## src/rtl/mips_pkg.sv

```systemverilog
// Shared types and defaults for the MIPS instruction-fetch front end.
package mips_pkg;

    localparam int unsigned DEF_XLEN = 32;
    localparam logic [DEF_XLEN-1:0] DEF_RESET_PC = 32'h0000_0000;
    localparam int unsigned PC_STEP = 4;

    typedef struct packed {
        logic [DEF_XLEN-1:0] instr;
        logic [DEF_XLEN-1:0] pc;
    } if_entry_t;

endpackage

```

## src/rtl/mips_fetch_queue.sv

```systemverilog
// Synchronous FIFO of fetched {instr, pc} entries with flush; DEPTH must be a power of 2.
module mips_fetch_queue
    import mips_pkg::*;
#(
    parameter int unsigned DEPTH = 4,
    localparam int unsigned AW = $clog2(DEPTH),
    localparam int unsigned CW = $clog2(DEPTH) + 1
) (
    input  logic          clk,
    input  logic          rst,
    input  logic          i_push,
    input  logic          i_pop,
    input  logic          i_flush,
    input  if_entry_t     i_wdata,
    output if_entry_t     o_rdata,
    output logic [CW-1:0] o_count,
    output logic          o_empty,
    output logic          o_full
);

    if_entry_t     r_mem [DEPTH];
    logic [AW-1:0] r_wr_ptr;
    logic [AW-1:0] r_rd_ptr;
    logic [CW-1:0] r_count;
    logic          w_do_push;
    logic          w_do_pop;

    assign w_do_pop  = i_pop && !o_empty;
    assign w_do_push = i_push && (!o_full || w_do_pop);

    always_ff @(posedge clk or posedge rst) begin
        if (rst) begin
            r_wr_ptr <= '0;
            r_rd_ptr <= '0;
            r_count  <= '0;
        end else if (i_flush) begin
            r_wr_ptr <= '0;
            r_rd_ptr <= '0;
            r_count  <= '0;
        end else begin
            if (w_do_push) r_wr_ptr <= r_wr_ptr + AW'(1);
            if (w_do_pop)  r_rd_ptr <= r_rd_ptr + AW'(1);
            r_count <= r_count + CW'(w_do_push) - CW'(w_do_pop);
        end
    end

    // Storage is not reset; only the pointers define validity.
    always_ff @(posedge clk) begin
        if (w_do_push && !i_flush) r_mem[r_wr_ptr] <= i_wdata;
    end

    assign o_rdata = r_mem[r_rd_ptr];
    assign o_count = r_count;
    assign o_empty = (r_count == '0);
    assign o_full  = (r_count == CW'(DEPTH));

endmodule

```

## src/rtl/mips_fetch_unit.sv

```systemverilog
// Decoupled instruction fetch: credit-limited in-order requests, response queue, redirect flush.
module mips_fetch_unit
    import mips_pkg::*;
#(
    parameter int unsigned     XLEN     = DEF_XLEN,
    parameter int unsigned     DEPTH    = 4,
    parameter logic [XLEN-1:0] RESET_PC = DEF_RESET_PC,
    localparam int unsigned    CW       = $clog2(DEPTH) + 1
) (
    input  logic            clk,
    input  logic            rst,
    output logic            imem_req_valid,
    input  logic            imem_req_ready,
    output logic [XLEN-1:0] imem_req_addr,
    input  logic            imem_rsp_valid,
    input  logic [XLEN-1:0] imem_rsp_data,
    input  logic            redirect_valid,
    input  logic [XLEN-1:0] redirect_pc,
    output logic            out_valid,
    input  logic            out_ready,
    output logic [XLEN-1:0] out_instr,
    output logic [XLEN-1:0] out_pc,
    output logic [XLEN-1:0] out_pc4
);

    logic [XLEN-1:0] r_fetch_pc;
    logic [XLEN-1:0] r_rsp_pc;
    logic [CW-1:0]   r_outstanding;
    logic [CW-1:0]   r_drop_cnt;
    logic [CW-1:0]   w_count;
    logic            w_empty;
    logic            w_full;
    logic            w_req_fire;
    logic            w_rsp_keep;
    logic            w_pop;
    logic [XLEN-1:0] w_target;
    if_entry_t       w_wdata;
    if_entry_t       w_head;
    logic            w_unused;

    assign w_unused = &{1'b0, redirect_pc[1:0]};
    assign w_target = {redirect_pc[XLEN-1:2], 2'b00};

    // Queued entries plus in-flight requests never exceed DEPTH, so the queue cannot overflow.
    assign imem_req_valid = !rst && !redirect_valid && ((w_count + r_outstanding) < CW'(DEPTH));
    assign imem_req_addr  = r_fetch_pc;
    assign w_req_fire     = imem_req_valid && imem_req_ready;
    assign w_rsp_keep     = imem_rsp_valid && (r_drop_cnt == '0) && !redirect_valid;
    assign w_pop          = out_valid && out_ready;
    assign w_wdata        = '{instr: imem_rsp_data, pc: r_rsp_pc};

    // r_outstanding counts every request in flight, including those already marked for dropping,
    // so on redirect everything still in flight after this edge becomes a drop.
    always_ff @(posedge clk or posedge rst) begin
        if (rst) begin
            r_fetch_pc    <= RESET_PC;
            r_rsp_pc      <= RESET_PC;
            r_outstanding <= '0;
            r_drop_cnt    <= '0;
        end else if (redirect_valid) begin
            r_fetch_pc    <= w_target;
            r_rsp_pc      <= w_target;
            r_outstanding <= r_outstanding - CW'(imem_rsp_valid);
            r_drop_cnt    <= r_outstanding - CW'(imem_rsp_valid);
        end else begin
            if (w_req_fire) r_fetch_pc <= r_fetch_pc + XLEN'(PC_STEP);
            if (w_rsp_keep) r_rsp_pc   <= r_rsp_pc + XLEN'(PC_STEP);
            r_outstanding <= r_outstanding + CW'(w_req_fire) - CW'(imem_rsp_valid);
            if (imem_rsp_valid && (r_drop_cnt != '0)) r_drop_cnt <= r_drop_cnt - CW'(1);
        end
    end

    mips_fetch_queue #(
        .DEPTH (DEPTH)
    ) u_queue (
        .clk     (clk),
        .rst     (rst),
        .i_push  (w_rsp_keep && (!w_full || w_pop)),
        .i_pop   (w_pop),
        .i_flush (redirect_valid),
        .i_wdata (w_wdata),
        .o_rdata (w_head),
        .o_count (w_count),
        .o_empty (w_empty),
        .o_full  (w_full)
    );

    assign out_valid = !w_empty;
    assign out_instr = out_valid ? w_head.instr : '0;
    assign out_pc    = out_valid ? w_head.pc : '0;
    assign out_pc4   = out_valid ? (w_head.pc + XLEN'(PC_STEP)) : '0;

endmodule

```

## config.mk

```make
export PLATFORM = sky130hd
export DESIGN_NAME = mips_fetch_unit
export DESIGN_NICKNAME = d
export VERILOG_FILES = /design/src/rtl/mips_pkg.sv /design/src/rtl/mips_fetch_queue.sv /design/src/rtl/mips_fetch_unit.sv
export SDC_FILE = /design/constraint.sdc
export NUM_CORES = 1
export LEC_CHECK = 0
export CORE_ASPECT_RATIO = 0.5
export CORE_UTILIZATION = 25
export CTS_BUF_LIST = sky130_fd_sc_hd__clkbuf_4 sky130_fd_sc_hd__clkbuf_8
export CTS_CLUSTER_DIAMETER = 40
export DETAILED_ROUTE_END_ITERATION = 10
export HOLD_SLACK_MARGIN = 0.05
export PLACE_DENSITY = 0.41
export SLEW_MARGIN = 20
export SYNTH_ARGS = -nofsm -noshare
export SYNTH_HDL_FRONTEND = slang
export SYNTH_SLANG_ARGS = --single-unit
export TNS_END_PERCENT = 30
```

## constraint.sdc

```tcl
create_clock -name clk -period 7.7 [get_ports clk]
set_clock_uncertainty 0.2 [all_clocks]
set_input_delay 0.77 -clock clk [delete_from_list [all_inputs] [get_ports clk]]
set_output_delay 0.77 -clock clk [all_outputs]
set_load 0.005 [all_outputs]
```

---- Word-level counts from Yosys, hierarchy flattened ----
Memory sizes are Yosys's and may differ from the RTL's.
Cells that the tools add are included.
word-level totals
  input port bits ......................... 70
  RAM bits ................................ 256
  bits in registers ....................... 77
  logic and storage cells ................. 64
  memories ................................ 1
cells by class
  equal/unequal tests ..................... 1
  reductions and logical operators ........ 25
  add/sub/neg operators ................... 12
  mux-type cells .......................... 17
  order comparisons ....................... 1
memory list
  name           words  width  read ports  clocked after memory_dff  write ports  line                    RTL
  u_queue.r_mem  4      64     1           0                         1            mips_fetch_queue.sv:21  if_entry_t r_mem [DEPTH];
operators by type and width
  kind                                                                number
  32-bit 2-to-1 mux                                                   7
  32-bit by 3-bit adder with 32-bit output, second input constant     3
  3-bit 2-to-1 mux                                                    4
  1-bit logical AND                                                   11
  2-bit nonzero test                                                  5
  3-bit by 1-bit subtractor with 3-bit output                         3
  2-bit 2-to-1 mux                                                    4
  3-bit by 1-bit adder with 3-bit output                              2
  3-bit zero test                                                     2
  2-bit by 1-bit adder with 2-bit output, second input constant       2
  1-bit zero test                                                     4
  3-bit adder                                                         1
  3-bit == test, second input constant                                1
  3-bit < comparator, second input constant                           1
  3-bit nonzero test                                                  1
  3-bit by 1-bit subtractor with 3-bit output, second input constant  1
  1-bit logical OR                                                    2
  1-bit 2-to-1 mux                                                    2

---- Depth between registers and ports, before layout ----
  depth in word-level cells ............... 9
  mapped depth ............................ 12
  gate-level depth less buffers ........... 12

---- Cells and area by module ----
Synthesis repeated with hierarchy kept, for this count alone.
unflattened totals
  cells, all modules ...................... 970
  area total of the unflattened synthesis .. 14724.1 um^2
modules (own cells, without submodules)
  module            seq. area each (um^2)  cells an instance  area an instance (um^2)  instances
  mips_fetch_queue  7862.5                 380                9721.8                   1
  mips_fetch_unit   1651.6                 590                5002.3                   1

---- Least setup slack after synthesis ----
Ideal clock, no wire load.
  path type ............................... in2reg
  from .................................... in rst
  to ...................................... reg r_outstanding[2]
  required time ........................... 7.421 ns
  arrival ................................. 4.702 ns
  path buffers ............................ 0
  stages .................................. 11
  path slack .............................. 2.719 ns
  library setup time ...................... 0.079 ns
  path through ............................ inv_1 nand2_1 nor2_1 nand2_1 ha_1 inv_1 ha_1 fa_1 xor2_1 o21ai_0 xor2_1
between the ends
  longest elaborated chain between the ends .. 7
RTL lines
  item                                         line                   RTL
  start: declaration                           mips_fetch_unit.sv:11  input logic rst,
  1-bit zero test (no source line)             -
  1-bit logical AND (2 in a row)               mips_fetch_unit.sv:45  assign imem_req_valid = !rst && !redirect_valid && ((w_count + r_outstanding) < CW'(DEPTH));
  1-bit logical AND                            mips_fetch_unit.sv:47  assign w_req_fire = imem_req_valid && imem_req_ready;
  3-bit by 1-bit adder with 3-bit output       mips_fetch_unit.sv:68  r_outstanding <= r_outstanding + CW'(w_req_fire) - CW'(imem_rsp_valid);
  3-bit by 1-bit subtractor with 3-bit output  mips_fetch_unit.sv:68
  3-bit 2-to-1 mux                             mips_fetch_unit.sv:60  end else if (redirect_valid) begin
  end signal: assignment                       mips_fetch_unit.sv:63  r_outstanding <= r_outstanding - CW'(imem_rsp_valid);
  end signal: assignment                       mips_fetch_unit.sv:68
  end: declaration                             mips_fetch_unit.sv:28  logic [CW-1:0] r_outstanding;
Every way passes these cells.
A chain may end at the register's enable or synchronous reset.

---- Worst setup path in the final report ----
  from .................................... reg u_queue.r_rd_ptr[0]
  to ...................................... out out_pc4[23]
between the ends
  longest elaborated chain between the ends .. 3
RTL lines
  item                                      line                    RTL
  start: declaration                        mips_fetch_queue.sv:23  logic [AW-1:0] r_rd_ptr;
  start signal: assignment                  mips_fetch_queue.sv:42  if (w_do_pop) r_rd_ptr <= r_rd_ptr + AW'(1);
  memory 4 x 64 bit                         -
  32-bit by 3-bit adder with 32-bit output  mips_fetch_unit.sv:91   assign out_pc4 = out_valid ? (w_head.pc + XLEN'(PC_STEP)) : '0;
  32-bit 2-to-1 mux                         mips_fetch_unit.sv:91
  end: declaration                          mips_fetch_unit.sv:23   output logic [XLEN-1:0] out_pc4
Every way passes these cells.

==> impl_metrics.ini <==
[clock_tree]
clkSinkCount = 321
cts_buffers = 56
clk_latency_ns = 0.62
cts_tree = done
post-cts-setup-buffer-count = 0
cts_resized = 0
clk_pin_slew_ns = 0.06
h-tree-depth = 2
hold_buffers = 0
cts_max_path_buffers = 3
cts-root-buf = clkbuf_8

[worst_setup_path]
arrival_ns = 4.47
worstReg2RegEnd = r_outstanding[2]$_DFF_PP0_
r2r_slack_ns = 3.92
cp-end-kind = primary output
path_max_fanout = 35
worst-setup-path-type = reg2out
cp-endpoint = out_pc4[23]
required_ns = 6.73
cp-start-kind = flip-flop
r2r-start = u_queue.o_count[1]$_DFF_PP0_
r2r_cells = 13
crit_start = u_queue.r_rd_ptr[0]$_DFFE_PP0P_

[run_status]
violations = DRC
status = complete, but fails checks

[sta]
finalSetupViolCount = 0
setup-tns-final_ns = 0
finalHoldViolations = 0
worst_pin_slew_ns = 1.03
slew_headroom_pct = 31.0
slew_violations = 0
max_freq_mhz = 184
period_share_pct = 70.7
rsz0062_at_grt = no
min_period_ns = 5.44

[detailed_routing]
drt_iter0_markers = 451
routedWlPerCell_um = 19.7
viasPerCell = 4.52
drc_errors = 2
firstDrtPassIters = 7
wirelength_mm = 39.1
ant_nets = 0
vias = 8959

[power]
power_density_nw_per_um2 = 303
ir_drop_mv = 0.123
leakagePower_nw = 6.15

[die]
design.die.area_um2 = 59100
core_um2 = 56400
start_util_pct = 25.7
io_pins = 200
rows = 61
die_h_um = 172
dieWidth_um = 343

[job]
maxCapViolCount = 0

[min_path]
hold_path_class = reg2reg

[global_route]
first_global_vias = 9553
grt_max_degree = 74
antenna_found_initial = 0
gr-usage-all-layers_pct = 13.2
grt_pass1_wl_mm = 58.6
overflow = 0

[placement]
io_buffers = 191
dpl.hpwl_mm = 25.5
gp_congestion = 0.772
placed_area_um2 = 17200
dp.cells = 1879

[synth]
synth_top_area_share_pct = 51.3
synth_most_common_cell = edfxtp_1
yosys-top-cells-area = edfxtp_1 51%, dfrtp_1 13%, mux4_2 8.4%, and2_1 3.0%, mux2_2 2.3%
synth-edff-count = 248
synth-seq-area-share_pct = 63.9
synth_area_um2 = 14500
async_flop_share_pct = 22.7
ys_seq_elements = 321
synthFlopType = edfxtp_1
synth_cell_type_count = 59
syn_inst = 962
avgSynthCellArea_um2 = 15.1
synth_common_cells = 248 x edfxtp_1, 73 x dfrtp_1, 70 x and2_1
yosys_warnings = 0
synth_top_area_cell = edfxtp_1

[finish]
area_growth_pct = 27.4
fin_util_pct = 32.8
diodes = 0
layout.cells.non_filler = 1980
n_fill_cell = 5439
finalNetCount = 1269
fin_area_um2 = 18500
final_layout_size_suffix_gt1_share_pct = 16.8
-- how the worst min path moves through the flow --
stage	startpoint	endpoint	slack (ns)	cells past startpoint
2_1_floorplan	r_rsp_pc[31]$_DFFE_PP0N_	u_queue.r_mem[0][31]$_DFFE_PP_	0.29	0
3_3_place_gp	r_outstanding[2]$_DFF_PP0_	r_outstanding[2]$_DFF_PP0_	0.32	1
3_5_place_dp	r_outstanding[2]$_DFF_PP0_	r_outstanding[2]$_DFF_PP0_	0.33	1
4_1_cts	r_outstanding[2]$_DFF_PP0_	r_outstanding[2]$_DFF_PP0_	0.34	1
5_1_grt	r_outstanding[2]$_DFF_PP0_	r_outstanding[2]$_DFF_PP0_	0.36	1
6_report	r_outstanding[2]$_DFF_PP0_	r_outstanding[2]$_DFF_PP0_	0.34	1
-- state kept, by name, indices dropped and copies added (netlist names) --
name              count
u_queue.r_mem       248
imem_req_addr        30
r_rsp_pc             30
r_drop_cnt            3
r_outstanding         3
u_queue.o_count       3
u_queue.r_rd_ptr      2
u_queue.r_wr_ptr      2
-- routing by layer --
metal  part of all wire [%]  wire (um)  global-route usage (%)  vias up
met5                      0          0                       0        -
met4                    2.2        867                    4.13        0
met1                     42      16600                    16.3     4579
li1                       -          -                       -     4143
met3                    4.1       1600                    2.63       70
met2                     51      20000                    23.2      167
-- worst max-delay path, stage by stage, from the launching register on --
cell             delay (ns)
dfrtp_4                0.90
buf_4                  0.66
mux4_1                 0.54
nand3_4                0.13
or4_4                  0.56
or3_1                  0.33
a21oi_1                0.17
clkdlybuf4s50_1        0.55
-- layout by cell type (no fill, tap or decap), drive strengths merged, types with 11 or more instances in the layout --
master | synthesis | routed
edfxtp | 248 | 248
clkdlybuf4s50 | 0 | 191
clkbuf | 26 | 75
dfrtp | 73 | 73
and2 | 70 | 70
mux4 | 62 | 62
nor2 | 57 | 57
nand2 | 40 | 40
xnor2 | 34 | 34
mux2 | 31 | 31
nand3 | 30 | 30
nor3 | 27 | 27
inv | 24 | 25
xor2 | 22 | 22
a21oi | 18 | 18
nand4 | 17 | 17
ha | 16 | 16
a31oi | 15 | 15
nor4 | 15 | 15
and4 | 14 | 14
clkinv | 1 | 13
and3 | 12 | 12
buf | 20 | 11
-- cell families (layout without fill, tap and decap cells) --
kind of cell,after synthesis,in the layout,share of synthesized area [%]
fa+ha+maj,18,18,1.66
xor+xnor,56,56,3.38
compound gates,76,76,3.47
flops,321,321,63.9
mux,96,96,12.4
other cells,1,6,0.0258
buf+inv,71,328,2.35
simple gates,323,323,12.7
-- layout make-up --
cell class / count / area (um2) / share of cell area (%)
multi-input combinational: 575 / 4930 / 26.6
sequential: 321 / 9280 / 50.2
timing repair buffer: 202 / 2000 / 10.8
clock inverter: 26 / 312 / 1.69
tap: 756 / 946 / 5.12
inverter: 25 / 96.3 / 0.521
clock buffer: 75 / 932 / 5.04
-- power by group --
part | switching, mW | internal, mW | leakage [nW]
logic | 0.780 | 0.937 | 2.45
registers | 0.161 | 1.97 | 3.06
clock network | 0.724 | 1.02 | 0.632
-- through the flow --
step	total power [mW]	hold slack [ns]	worst slack (ns)
3_5_place_dp	3.93	0.331	2.75
2_1_floorplan	3.02	0.290	2.72
6_report	5.60	0.338	2.26
3_3_place_gp	3.92	0.320	2.75
4_1_cts	5.71	0.340	2.05
5_1_grt	5.91	0.360	1.83
Power figures use the tool's default switching activity.
